`config.mk`:
```
export PLATFORM = sky130hd
export DESIGN_NAME = fetch_unit_flat
export DESIGN_NICKNAME = d
export VERILOG_FILES = /design/src/rtl/fetch_pkg.sv /design/src/rtl/fetch_unit_if.sv /design/src/rtl/fetch_out_reg.sv /design/src/rtl/fetch_unit.sv /design/src/flat_wrapper.sv
export SDC_FILE = /design/constraint.sdc
export NUM_CORES = 1
export LEC_CHECK = 0
export BUFFER_PORTS_ARGS = -buffer_cell sky130_fd_sc_hd__buf_2
export CORE_MARGIN = 4
export CORE_UTILIZATION = 45
export DETAILED_ROUTE_END_ITERATION = 10
export GPL_TIMING_DRIVEN = 0
export PLACE_DENSITY = 0.77
export SYNTH_ARGS = -nofsm -noshare
export SYNTH_HDL_FRONTEND = slang
export SYNTH_SLANG_ARGS = --single-unit
```
`constraint.sdc`:
```
create_clock -name clk -period 4.7 [get_ports clk]
set_clock_uncertainty 0.1 [all_clocks]
set_input_delay 0.94 -clock clk [delete_from_list [all_inputs] [get_ports clk]]
set_output_delay 0.94 -clock clk [all_outputs]
set_load 0.05 [all_outputs]
```
`src/rtl/fetch_pkg.sv`:
```
// Shared widths, ROM geometry and FSM encoding for the instruction fetch stage.
package fetch_pkg;
  localparam int ADDR_W    = 8;
  localparam int INSTR_W   = 8;
  localparam int ROM_DEPTH = 32;

  localparam logic [ADDR_W-1:0] PC_RESET = '0;
  localparam logic [ADDR_W-1:0] PC_LAST  = ADDR_W'(ROM_DEPTH - 1);

  typedef enum logic [1:0] {
    IDLE,
    FETCH,
    HALT
  } fetch_state_t;
endpackage

```
`src/rtl/fetch_unit_if.sv`:
```
// Fetch-stage bus: ROM port, decoder valid/ready port and control requests.
interface fetch_unit_if
  import fetch_pkg::*;
  ();
  logic               en;
  logic [ADDR_W-1:0]  rom_addr;
  logic [INSTR_W-1:0] rom_data;
  logic [INSTR_W-1:0] instr_out;
  logic [ADDR_W-1:0]  instr_pc;
  logic               instr_valid;
  logic               instr_ready;
  logic               jump_valid;
  logic [ADDR_W-1:0]  jump_addr;
  logic               halt_req;
  logic               halted;
  logic               addr_err;

  modport master (
    input  en, rom_data, instr_ready, jump_valid, jump_addr, halt_req,
    output rom_addr, instr_out, instr_pc, instr_valid, halted, addr_err
  );

  modport slave (
    output en, rom_data, instr_ready, jump_valid, jump_addr, halt_req,
    input  rom_addr, instr_out, instr_pc, instr_valid, halted, addr_err
  );
endinterface

```
`src/rtl/fetch_out_reg.sv`:
```
// One-entry valid/ready output register holding an instruction and its fetch address.
module fetch_out_reg
  import fetch_pkg::*;
(
  input  logic               clk,
  input  logic               reset,
  input  logic               i_load,
  input  logic               i_flush,
  input  logic               i_ready,
  input  logic [INSTR_W-1:0] i_data,
  input  logic [ADDR_W-1:0]  i_pc,
  output logic [INSTR_W-1:0] o_data,
  output logic [ADDR_W-1:0]  o_pc,
  output logic               o_valid
);
  logic [INSTR_W-1:0] r_data;
  logic [ADDR_W-1:0]  r_pc;
  logic               r_valid;

  // NOTE: state updates use <= so every register samples pre-edge values, independent of block order.
  always_ff @(posedge clk) begin
    if (reset) begin
      r_data  <= '0;
      r_pc    <= PC_RESET;
      r_valid <= 1'b0;
    end else if (i_flush) begin
      r_valid <= 1'b0;
    end else if (i_load) begin
      r_data  <= i_data;
      r_pc    <= i_pc;
      r_valid <= 1'b1;
    end else if (i_ready) begin
      r_valid <= 1'b0;
    end
  end

  assign o_data  = r_data;
  assign o_pc    = r_pc;
  assign o_valid = r_valid;
endmodule

```
`src/rtl/fetch_unit.sv`:
```
// Instruction fetch stage: PC, IDLE/FETCH/HALT control and the decoder-facing output register.
module fetch_unit
  import fetch_pkg::*;
(
  input  logic        clk,
  input  logic        reset,
  fetch_unit_if.master bus
);
  fetch_state_t      r_state;
  fetch_state_t      w_state_next;
  logic [ADDR_W-1:0] r_pc;
  logic              r_addr_err;
  logic              w_jump_oob;
  logic              w_load;
  logic              w_halted;
  logic              w_valid;

  assign w_jump_oob = bus.jump_addr >= ADDR_W'(ROM_DEPTH);

  always_ff @(posedge clk) begin
    if (reset) r_state <= IDLE;
    else       r_state <= w_state_next;
  end

  // NOTE: every combinational output gets a default first so no path can infer a latch.
  always_comb begin
    w_state_next = r_state;
    case (r_state)
      IDLE:    if (bus.en) w_state_next = FETCH;
      FETCH: begin
        if (bus.halt_req)        w_state_next = HALT;
        else if (bus.jump_valid) w_state_next = FETCH;
        else if (!bus.en)        w_state_next = IDLE;
      end
      HALT:    if (bus.jump_valid) w_state_next = FETCH;
      default: w_state_next = IDLE;
    endcase
  end

  // A jump, halt or disable all suppress the load; the jump itself flushes the output.
  always_comb begin
    w_load   = 1'b0;
    w_halted = 1'b0;
    case (r_state)
      FETCH:   w_load = bus.en && !bus.halt_req && !bus.jump_valid &&
                        (!w_valid || bus.instr_ready);
      HALT:    w_halted = 1'b1;
      default: ;
    endcase
  end

  always_ff @(posedge clk) begin
    if (reset) begin
      r_pc       <= PC_RESET;
      r_addr_err <= 1'b0;
    end else begin
      r_addr_err <= bus.jump_valid && w_jump_oob;
      if (bus.jump_valid)
        r_pc <= w_jump_oob ? PC_RESET : bus.jump_addr;
      else if (w_load)
        r_pc <= (r_pc == PC_LAST) ? PC_RESET : r_pc + ADDR_W'(1);
    end
  end

  fetch_out_reg u_out_reg (
    .clk     (clk),
    .reset   (reset),
    .i_load  (w_load),
    .i_flush (bus.jump_valid),
    .i_ready (bus.instr_ready),
    .i_data  (bus.rom_data),
    .i_pc    (r_pc),
    .o_data  (bus.instr_out),
    .o_pc    (bus.instr_pc),
    .o_valid (w_valid)
  );

  assign bus.rom_addr    = r_pc;
  assign bus.instr_valid = w_valid;
  assign bus.halted      = w_halted;
  assign bus.addr_err    = r_addr_err;
endmodule
```
`src/flat_wrapper.sv`:
```
// flat-port wrapper written by rule: the top's interface ports become plain ports
module fetch_unit_flat import fetch_pkg::*;
  (clk, reset, bus_en, bus_rom_data, bus_instr_ready, bus_jump_valid, bus_jump_addr, bus_halt_req, bus_rom_addr, bus_instr_out, bus_instr_pc, bus_instr_valid, bus_halted, bus_addr_err);
  fetch_unit_if bus_i ();
  input  logic clk;
  input  logic reset;
  input wire logic [$bits(bus_i.en)-1:0] bus_en;
  input wire logic [$bits(bus_i.rom_data)-1:0] bus_rom_data;
  input wire logic [$bits(bus_i.instr_ready)-1:0] bus_instr_ready;
  input wire logic [$bits(bus_i.jump_valid)-1:0] bus_jump_valid;
  input wire logic [$bits(bus_i.jump_addr)-1:0] bus_jump_addr;
  input wire logic [$bits(bus_i.halt_req)-1:0] bus_halt_req;
  output wire logic [$bits(bus_i.rom_addr)-1:0] bus_rom_addr;
  output wire logic [$bits(bus_i.instr_out)-1:0] bus_instr_out;
  output wire logic [$bits(bus_i.instr_pc)-1:0] bus_instr_pc;
  output wire logic [$bits(bus_i.instr_valid)-1:0] bus_instr_valid;
  output wire logic [$bits(bus_i.halted)-1:0] bus_halted;
  output wire logic [$bits(bus_i.addr_err)-1:0] bus_addr_err;
  assign bus_i.en = bus_en;
  assign bus_i.rom_data = bus_rom_data;
  assign bus_i.instr_ready = bus_instr_ready;
  assign bus_i.jump_valid = bus_jump_valid;
  assign bus_i.jump_addr = bus_jump_addr;
  assign bus_i.halt_req = bus_halt_req;
  assign bus_rom_addr = bus_i.rom_addr;
  assign bus_instr_out = bus_i.instr_out;
  assign bus_instr_pc = bus_i.instr_pc;
  assign bus_instr_valid = bus_i.instr_valid;
  assign bus_halted = bus_i.halted;
  assign bus_addr_err = bus_i.addr_err;
  fetch_unit u_core (.clk(clk), .reset(reset), .bus(bus_i));
endmodule
```
* Word-level counts from Yosys, hierarchy flattened
Cells that the tools add are included.
** Word-level totals
- Flip-flop bits (word level) :: 28
- Input port bits :: 22
- Output and inout bits :: 27
** Operators by class
- Add/subtract/negate cells :: 1
- Order comparisons :: 1
- Equal/unequal tests :: 6
- Mux-type cells :: 14
- Bitwise gates (word level) :: 1
- Reduce and logical (&&, ||, !) cells :: 14
** Operators with widths (count)
- $mux 8 :: 4
- $mux 2 :: 5
- $add 8x1->8 const B :: 1
- $eq 8x5->1 const B :: 1
- $ge 8x6->1 const B :: 1
- $pmux 2 s3 :: 1
- $logic_and 1x1->1 :: 4
- $mux 1 :: 4
- $ne 2x2->1 const B :: 2
- $ne 4x4->1 const B :: 1
- $reduce_bool 2->1 :: 2
- $logic_not 1->1 :: 3
- $reduce_and 3->1 :: 1
- $eq 2x1->1 const B :: 1
- $eq 2x2->1 const B :: 1
- $logic_not 2->1 :: 1
- $reduce_and 2->1 :: 1
- $reduce_or 2->1 :: 1
- $logic_or 1x1->1 :: 1
- $not 1->1 :: 1

* Depth between registers and ports, before layout
Gate-level depths: netlist of the first run.
- Word-level depth :: 7
- Gate-level depth with buffers :: 5
- Gate-level depth less buffers :: 5

* Modules after synthesis
Synthesis of the first run repeated with hierarchy kept, for this count alone.
** Unflattened totals
- Cells, all modules :: 145
- Area total of the unflattened synthesis :: 1398.8 um^2
** By module, submodules not included
- fetch_out_reg :: instances 1, cells an instance 75, area an instance 805.8 um^2, sequential area each 340.3 um^2
- fetch_unit :: instances 1, cells an instance 70, area an instance 593.1 um^2, sequential area each 220.2 um^2

* Worst setup path after synthesis of the first run
Ideal clock, no wire load.
- Path type :: in2reg
- Start point :: input bus_halt_req
- End point :: register u_core.u_out_reg.r_pc[1], in the netlist u_core.u_out_reg.o_pc[1]
- Library setup time :: 128 ps
- Arrival time :: 2013 ps
- Path slack :: 2460 ps
- Cell stages on the path :: 5
- Path buffers :: 1
- Path through :: nand4bb_4 > nor3_4 > buf_12 > mux2i_1 > nor2_1
** Between the ends
- Word-level cells in the longest chain between the ends :: 6
** Ends and longest elaborated chain
- start, declared :: line flat_wrapper.sv:12 : input wire logic [$bits(bus_i.halt_req)-1:0] bus_halt_req;
- $logic_not 1->1 :: line fetch_unit.sv:45 : FETCH: w_load = bus.en && !bus.halt_req && !bus.jump_valid &&
- $logic_and 1x1->1 (3 in a row) :: line fetch_unit.sv:45
- $mux 1 :: line fetch_unit.sv:44 : case (r_state)
- $reduce_and 2->1 (no line)
- end signal, assigned :: line fetch_out_reg.sv:30 : r_pc <= i_pc;
- end, declared :: line fetch_out_reg.sv:17 : logic [ADDR_W-1:0] r_pc;
No other way between the ends.
A chain may end at the register's enable or synchronous reset.

* Worst setup path after layout of the first run
- Start point :: register u_core.r_state[0]
- End point :: output bus_halted
** Between the ends
- Word-level cells in the longest chain between the ends :: 2
** Ends and longest elaborated chain
- start, declared :: line fetch_unit.sv:9 : fetch_state_t r_state;
- start signal, assigned :: line fetch_unit.sv:22 : else r_state <= w_state_next;
- $eq 2x2->1 :: line fetch_unit.sv:44
- $mux 1 :: line fetch_unit.sv:44
- end, declared :: line flat_wrapper.sv:17 : output wire logic [$bits(bus_i.halted)-1:0] bus_halted;
No other way between the ends.

==> metrics.md, run 1 <==
| Metric | Value |
|---|---|
| Hold WS | 0.409 ns |
| DRC errors left | 0 |
| Root Buffer | clkbuf_4 |
| Fin. Hold Viols | 0 |
| Leak | 0.663 nW |
| Setup TNS Final | 0 ns |
| Yosys top cell by area | dfxtp_1 |
| CTS Hold Bufs | 0 |
| Initial DRC Count | 53 |
| XOR/XNOR Fraction of Synth Area | 0.680% |
| Pre-CTS WS | 2.11 ns |
| Antenna cells | 0 |
| Layout cells sized above 1 | 33.5% |
| Initial antenna violation count | 0 |
| Gate power share | 14.0% |
| Worst r2r src | u_core.bus.rom_addr[1] |
| Final WL | 3.13 mm |
| Clock Tree Buf Depth | 2 |
| Synth Net Count | 155 |
| Largest family of logic cells by synthesized area | simple AND/OR/NAND/NOR gates |
| Clock-pin slew on the worst setup and hold paths | 0.14 ns |
| Cts bufs inserted | 3 |
| WHS Endpoint | u_core.u_out_reg.o_pc[4] |
| Area after DPL | 1560 um2 |
| Simple-gate share of the synthesized area | 23.1% |
| Mapped Cells | 132 |
| Post_cts resized | 0 |
| Worst-path maximum fanout | 6 |
| RSZ-0062 raised after global routing | false |
| Total GRT Usage | 18.4% |
| Die area | 3780 um2 |
| CP startpoint kind | flip-flop |
| Global-route wire length before repair | 5.13 mm |
| Crit. End Element | output port |
| CP arrival | 1.25 ns |
| Largest net degree at the start of global routing | 15 |
| I/O Buffers | 47 |
| Clk pwr share | 24.3% |
| DRT Pass-1 Iters | 4 |
| Number of synthesized flops with an enable pin | 0 |
| Number of global-route vias before repair | 1,138 |
| Final GP Congestion | 0.907 |
| Slew margin rel. | 62.7% |
| Ys flop type | dfxtp_1 |
| Post-route worst setup slack | 2.41 ns |
| Hold_sp | u_core.u_out_reg.o_pc[4] |
| Die H | 61.5 um |
| Clock latency at the later pin of the worst-skew pair | 0.32 ns |
| Hold depth | 2 |
| P_int | 0.294 mW |
| Total number of vias | 1,195 |
| Post-route cell area | 1580 um2 |
| FF-to-FF path depth | 5 |
| Sink Count | 28 |
| Post-layout util | 57.9% |
| Synth Area in Adders | 0.972% |
| Critical Path RT | 3.66 ns |
| Synth Cell Area | 1290 um2 |
| Final min period | 2.29 ns |
| Synthesis Warnings | 0 |
| Total Power | 0.401 mW |
| # IOs | 49 |
| R2R Setup Slk | 2.63 ns |
| H-tree depth | 1 |
| Reg2reg end | u_core.bus.rom_addr[3] |
| Status | completed |
| Sequential fraction of the synthesis area | 43.5% |
| Mux contribution to synthesized area | 14.0% |
| Max Freq | 437 MHz |
| Core Footprint | 2730 um2 |
| Area growth, synth to finish | 23.0% |
| Sequential Power Share | 61.8% |
| Placed insts | 210 |
| Crit Path Category | flip-flop to output port |
| Worst Max-Slew Pin Slew | 0.559 ns |
| Top-area cell type share of the netlist area | 43.5% |
| Remaining Overflow, GRT | 0 |
| Chip width | 61.5 um |
| Worst-case vdd ir drop | 0.000221 V |
| Post-synthesis compound-gate area fraction | 13.5% |
| Post-DP HPWL | 2.37 mm |
| Max cap viols | 0 |
| Net Sw Frac | 26.7% |
| Min-delay worst type | flip-flop to flip-flop |
| DR WL/cell | 14.7 um |
| Post-route ant nets | 0 |
| Post-synthesis cell type count | 41 |
| Top post-synthesis cells by area | dfxtp_1 (44%), mux2i_1 (14%), nor2_1 (6.1%) |
| Setup Buffers After CTS | 0 |
| Async S/R FF share, synth | 0% |
| Net count, final | 207 |
| Period Utilization, post-route | 48.7% |
| CTS tree | yes |
| Pwr dens | 253 nW/um2 |
| Seq cells post-synth | 28 |
| Site row count | 19 |
| Mean Syn Cell Area | 9.75 um2 |
| Vias/cell | 5.61 |
| Non-Filler Instances | 213 |
| Setup-failing EPs final | 0 |
| Final Max Slew Viols | 0 |
| Switching power | 0.107 mW |
| Initial core utilization | 47.1% |
-- cell usage after synthesis (2+ instances only) --
cell      instances
a211oi_1          2
a21oi_1           7
a22oi_1           2
a41oi_1           2
buf_2             2
clkbuf_1          2
dfxtp_1          28
inv_1             3
mux2i_1          18
nand2_1           5
nand3_1           2
nand4_1           2
nor2_1           21
nor3_1            8
o21ai_0           2
-- worst max-delay path, stage by stage (launching register included) --
cell and delay [ns]:
dfxtp_1 0.47, and2b_2 0.26, buf_2 0.21
-- sequential cells by signal, summed over array words and instances (netlist names) --
register,flops
u_core.bus.rom_addr,8
u_core.u_out_reg.o_data,8
u_core.u_out_reg.o_pc,8
u_core.r_state,2
u_core.bus.addr_err,1
u_core.u_out_reg.o_valid,1
-- power by group through the flow --
stage / sequential [mW] / combinational, mW / clock [mW]
after floorplan: 0.263 / 0.0262 / 0
after global placement: 0.252 / 0.0551 / 0
after detailed placement: 0.252 / 0.0562 / 0
after CTS: 0.247 / 0.0563 / 0.101
after global routing: 0.248 / 0.0610 / 0.110
final: 0.247 / 0.0560 / 0.0972
-- final cells by class --
type | instances | area (um2)
fill | 255 | 1150
multi-input combinational | 95 | 673
sequential | 28 | 561
timing repair buffer | 47 | 235
buffer | 6 | 42.5
tap | 31 | 38.8
clock buffer | 3 | 22.5
inverter | 3 | 11.3
-- cell usage in the layout (no fill, tap or decap), types with 2 or more instances in the layout --
cell / instances
a211oi_1: 2
a21oi_1: 7
a22oi_1: 2
a41oi_1: 2
buf_2: 49
clkbuf_1: 2
clkbuf_4: 3
dfxtp_1: 28
inv_1: 3
mux2i_1: 18
nand2_1: 5
nand3_1: 2
nand4_1: 2
nor2_1: 21
nor3_1: 8
o21ai_0: 2
-- metal layers --
metal	track usage [%]	vias up	wire, um	share of wire, %
li1	-	589	-	-
met1	22.2	568	1320	42
met2	31.8	36	1560	50
met3	5.66	2	217	6.9
met4	4.85	0	27	0.86
met5	0	-	0	0
-- kinds of logic after synthesis --
group,count (synthesis)
simple gates,51
flops,28
compound gates,24
mux,18
buf+inv,9
xor+xnor,1
fa+ha+maj,1
-- worst max path at each step --
stage | startpoint | depth (start not counted) | slack, ns | to
floorplan | bus_halt_req | 5 | 2.46 | u_core.u_out_reg.o_pc[1]
global placement | bus_halt_req | 6 | 2.19 | u_core.u_out_reg.o_pc[2]
detailed placement | bus_halt_req | 6 | 2.11 | u_core.u_out_reg.o_pc[6]
CTS | u_core.r_state[0] | 2 | 2.40 | bus_halted
global route | u_core.r_state[0] | 2 | 2.34 | bus_halted
finish | u_core.r_state[0] | 2 | 2.41 | bus_halted
Power figures use the tool's default switching activity.
==> run 2: changes to the inputs <==
==> constraint.sdc (replaced) <==
create_clock -name clk -period 2.2 [get_ports clk]
set_clock_uncertainty 0.1 [all_clocks]
set_input_delay 0.44 -clock clk [delete_from_list [all_inputs] [get_ports clk]]
set_output_delay 0.44 -clock clk [all_outputs]
set_load 0.05 [all_outputs]
==> metrics.md, run 2 (same netlist as run 1, synthesis figures left out) <==
| Metric | Value |
|---|---|
| Status | completed |
| Commonest cells after routing, fill and taps aside | buf_2 (49), dfxtp_1 (28), nor2_1 (21), mux2i_1 (18), nor3_1 (8) |
| Die area | 3780 um2 |
| Crit Path Category | flip-flop to flip-flop |
| Initial core utilization | 47.1% |
| RSZ-0062 raised after global routing | false |
| Fin. Hold Viols | 0 |
| Final WL | 3.14 mm |
| Setup-failing EPs final | 0 |
| Post-route cell area | 1590 um2 |
| Period Utilization, post-route | 87.0% |
| Cts bufs inserted | 3 |
| Fillers | 254 |
| CTS Hold Bufs | 0 |
| Site row count | 19 |
| I/O Buffers | 47 |
| Worst-path maximum fanout | 9 |
| Global-route wire length before repair | 5.13 mm |
| Setup TNS Final | 0 ns |
| Max Freq | 523 MHz |
| Clock-pin slew on the worst setup and hold paths | 0.15 ns |
| Final Max Slew Viols | 0 |
| Die H | 61.5 um |
| Setup Buffers After CTS | 0 |
| Clock latency at the later pin of the worst-skew pair | 0.32 ns |
| Number of global-route vias before repair | 1,138 |
| GR Layer Usage met2 | 31.8% |
| Slew margin rel. | 61.8% |
| Critical Path RT | 2.33 ns |
| Non-Filler Instances | 213 |
| Max cap viols | 0 |
| Total number of vias | 1,193 |
| Layout cells sized above 1 | 34.1% |
| Pwr dens | 538 nW/um2 |
| Initial DRC Count | 61 |
| DRT Pass-1 Iters | 4 |
| DR WL/cell | 14.7 um |
| Post-DP HPWL | 2.37 mm |
| Vias/cell | 5.60 |
| Hold WS | 0.245 ns |
| Clock Tree Buf Depth | 2 |
| Chip width | 61.5 um |
| CP startpoint kind | flip-flop |
| Initial antenna violation count | 0 |
| Area growth, synth to finish | 23.5% |
| Commonest non-fill, non-tap cell in the layout | buf_2 |
| Antenna cells | 0 |
| # IOs | 49 |
| GRT busiest layer | met2 |
| Post-route ant nets | 0 |
| CP arrival | 2.04 ns |
| Worst Max-Slew Pin Slew | 0.572 ns |
| Placed insts | 210 |
| Largest net degree at the start of global routing | 15 |
| Root Buffer | clkbuf_4 |
| Worst-case vdd ir drop | 0.000471 V |
| Min-delay worst type | input pin to flip-flop |
| Core Footprint | 2730 um2 |
| Met1 Resource Use GR | 22.2% |
| Final min period | 1.91 ns |
| Leak | 0.665 nW |
| CTS tree | yes |
| Remaining Overflow, GRT | 0 |
| Total Power | 0.856 mW |
| Total GRT Usage | 18.4% |
| Final GP Congestion | 0.907 |
| Area after DPL | 1560 um2 |
| H-tree depth | 1 |
| DRC errors left | 0 |
| Sink Count | 28 |
| Net count, final | 207 |
| Crit. End Element | flip-flop |
| Met3 usage | 5.66% |
run 2: cell count changes in the layout (fill, tap and decap cells not counted):
cell,before,now
nor4b_1,1,0
nor4b_2,1,2
run 2: layer usage:
| layer | up-vias | wire, um |
|---|---|---|
| met1 | 565 | 1330 |
| met5 | - | 0 |
| met3 | 2 | 224 |
| li1 | 591 | - |
| met2 | 35 | 1550 |
| met4 | 0 | 27 |
run 2: what timing repair did:
action	4_1_cts	5_1_grt
endpoints found under the setup margin	0	1
hold endpoints to repair	0	0
resized for setup	0	1
run 2: critical path, stage by stage (launching register included):
cell      delay [ns]
dfxtp_1         0.53
ha_1            0.34
nor4b_2         0.36
nand2_1         0.10
a222oi_1        0.31
nor3_1          0.08
run 2: layout make-up:
type	count	area, um2	area share, %
plain buffers	6	42.5	2.68
clock buffers	3	22.5	1.42
inverters	3	11.3	0.708
multi-input cells	95	679	42.7
flip-flops and latches	28	561	35.2
well taps	31	38.8	2.44
repair buffers	47	235	14.8
run 2: final timing paths:
path | start | slack (ns) | to | cells after the start
min reg2reg | u_core.u_out_reg.o_pc[4] | 0.41 | u_core.u_out_reg.o_pc[4] | 2
max reg2reg | u_core.bus.rom_addr[1] | 0.29 | u_core.bus.rom_addr[3] | 5
max | u_core.bus.rom_addr[1] | 0.29 | u_core.bus.rom_addr[3] | 5
min | bus_rom_data[4] | 0.24 | u_core.u_out_reg.o_data[4] | 3
run 2: per-stage QoR:
step	util, %	worst slack [ns]
after floorplan	-	0.0620
after global placement	57.1	0.145
after detailed placement	57.1	0.111
after CTS	57.9	0.164
after global routing	58.2	0.176
final	58.2	0.287
run 2: where the power goes:
part	switching, mW	leakage, nW	internal (mW)
clock	0.143	0.0138	0.0642
combinational	0.0736	0.425	0.0462
sequential	0.0119	0.227	0.517
total	0.229	0.665	0.627
==> run 3: changes to the inputs <==
--- a/config.mk
+++ b/config.mk
@@ -5,12 +5,13 @@
 export SDC_FILE = /design/constraint.sdc
 export NUM_CORES = 1
 export LEC_CHECK = 0
-export BUFFER_PORTS_ARGS = -buffer_cell sky130_fd_sc_hd__buf_2
+export BUFFER_PORTS_ARGS = -buffer_cell sky130_fd_sc_hd__buf_4
 export CORE_MARGIN = 4
 export CORE_UTILIZATION = 45
 export DETAILED_ROUTE_END_ITERATION = 10
 export GPL_TIMING_DRIVEN = 0
 export PLACE_DENSITY = 0.77
+export REMOVE_ABC_BUFFERS = 1
 export SYNTH_ARGS = -nofsm -noshare
 export SYNTH_HDL_FRONTEND = slang
 export SYNTH_SLANG_ARGS = --single-unit
==> metrics.md, run 3 (same netlist as run 1, synthesis figures left out) <==
| Metric | Value |
|---|---|
| Status | completed |
| Chip width | 61.5 um |
| Antenna cells | 0 |
| Global-route wire length before repair | 5.08 mm |
| I/O Buffers | 48 |
| Total number of vias | 1,203 |
| Crit. End Element | flip-flop |
| DRC errors left | 0 |
| Post-route ant nets | 0 |
| Final min period | 2.09 ns |
| Sink Count | 28 |
| Post-DP HPWL | 2.42 mm |
| Hold depth | 3 |
| Worst r2r src | u_core.r_state[0] |
| Setup-failing EPs final | 0 |
| Critical Path Start | u_core.r_state[0] |
| Max cap viols | 0 |
| Worst-case vdd ir drop | 0.000456 V |
| Slew margin rel. | 33.6% |
| Worst Max-Slew Pin Slew | 0.993 ns |
| Clock-pin slew on the worst setup and hold paths | 0.13 ns |
| CP arrival | 2.21 ns |
| CP max-delay cell | nor3_4 |
| R2R Setup Slk | 0.11 ns |
| Layout cells sized above 1 | 33.7% |
| Area growth, synth to finish | 31.0% |
| Cell family with most CP delay | simple AND/OR/NAND/NOR gates |
| Remaining Overflow, GRT | 0 |
| Site row count | 19 |
| Max Freq | 478 MHz |
| Initial core utilization | 47.1% |
| Net count, final | 202 |
| Post-route cell area | 1690 um2 |
| Post-route worst setup slack | 0.107 ns |
| Leak | 0.668 nW |
| Number of global-route vias before repair | 1,199 |
| H-tree depth | 1 |
| Post-layout util | 61.7% |
| DR WL/cell | 15.4 um |
| Commonest cells after routing, fill and taps aside | buf_4 (48), dfxtp_1 (28), nor2_1 (21), mux2i_1 (18), nor3_1 (8) |
| Total GRT Usage | 17.8% |
| RSZ-0062 raised after global routing | false |
| Pre-CTS WS | -0.116 ns |
| CTS tree | yes |
| Setup TNS Final | 0 ns |
| Non-Filler Instances | 209 |
| CP startpoint kind | flip-flop |
| Initial antenna violation count | 0 |
| Cell Chain, Critical Path | nand4bb_4 -> nor3_4 -> mux2i_1 -> nor2_1 |
| Placed insts | 205 |
| Cts bufs inserted | 3 |
| Worst-path maximum fanout | 16 |
| Clock Tree Buf Depth | 2 |
| Largest net degree at the start of global routing | 27 |
| Die area | 3780 um2 |
| WP buf/inv | 0 |
| Reg2reg end | u_core.u_out_reg.o_data[0] |
| Final WL | 3.22 mm |
| End of the critical path | u_core.u_out_reg.o_data[0] |
| Pwr dens | 538 nW/um2 |
| CP peak stage delay | 0.84 ns |
| FF-to-FF path depth | 4 |
| Min-delay worst type | input pin to flip-flop |
| Final Max Slew Viols | 0 |
| Levels on crit path | 4 |
| Crit Path Category | flip-flop to flip-flop |
| Core Footprint | 2730 um2 |
| Commonest non-fill, non-tap cell in the layout | buf_4 |
| Area after DPL | 1640 um2 |
| Initial DRC Count | 33 |
| Period Utilization, post-route | 95.1% |
| # IOs | 49 |
| Setup Buffers After CTS | 0 |
| DRT Pass-1 Iters | 4 |
| Fin. Hold Viols | 0 |
| Critical Path RT | 2.32 ns |
| Vias/cell | 5.76 |
| Clock latency at the later pin of the worst-skew pair | 0.33 ns |
| Final GP Congestion | 0.804 |
| Root Buffer | clkbuf_4 |
| Die H | 61.5 um |
[run 3: worst min-delay path by stage]
stage,from,to,slack (ns)
2_1_floorplan,reset,u_core.r_state[1],0.41
3_3_place_gp,u_core.u_out_reg.o_pc[0],u_core.u_out_reg.o_pc[0],0.37
3_5_place_dp,u_core.u_out_reg.o_data[2],u_core.u_out_reg.o_data[2],0.38
4_1_cts,bus_rom_data[2],u_core.u_out_reg.o_data[2],0.24
5_1_grt,bus_rom_data[4],u_core.u_out_reg.o_data[4],0.24
6_report,bus_rom_data[2],u_core.u_out_reg.o_data[2],0.24
[run 3: layer usage]
metal	GRT usage [%]	wire length (um)	vias up
li1	-	-	574
met1	19.8	1260	558
met2	32.3	1640	58
met3	2.94	225	13
met4	9.09	86	0
met5	0	0	-
[run 3: metrics by stage]
step           hold WS, ns  total power [mW]
2_1_floorplan        0.409             0.607
4_1_cts              0.235             0.917
6_report             0.245             0.907
5_1_grt              0.236             0.942
3_5_place_dp         0.385             0.671
3_3_place_gp         0.374             0.666
[run 3: tightest hold or removal path, cell delays in order]
cell,delay [ns]
buf_4,0.08
mux2i_1,0.05
nor2_1,0.07
[run 3: cell type report]
cell class	instances	area (um2)
Timing Repair Buffer	48	360
Multi-Input combinational cell	95	679
Clock buffer	4	36.3
Tap cell	31	38.8
Inverter	3	11.3
Sequential cell	28	561
Fill cell	255	1050
[run 3: what timing repair did]
| item | 4_1_cts | 5_1_grt |
|---|---|---|
| resized for setup | 0 | 1 |
| hold endpoints to repair | 0 | 0 |
| setup endpoints to repair | 0 | 2 |
| hold buffers | 0 | 0 |
[run 3: power breakdown]
part	switching, mW	total (mW)	internal, mW	leakage [nW]
Clock	0.145	0.247	0.101	0.0210
Sequential	0.0139	0.531	0.517	0.227
Combinational	0.0718	0.130	0.0583	0.420
Total	0.231	0.907	0.676	0.668
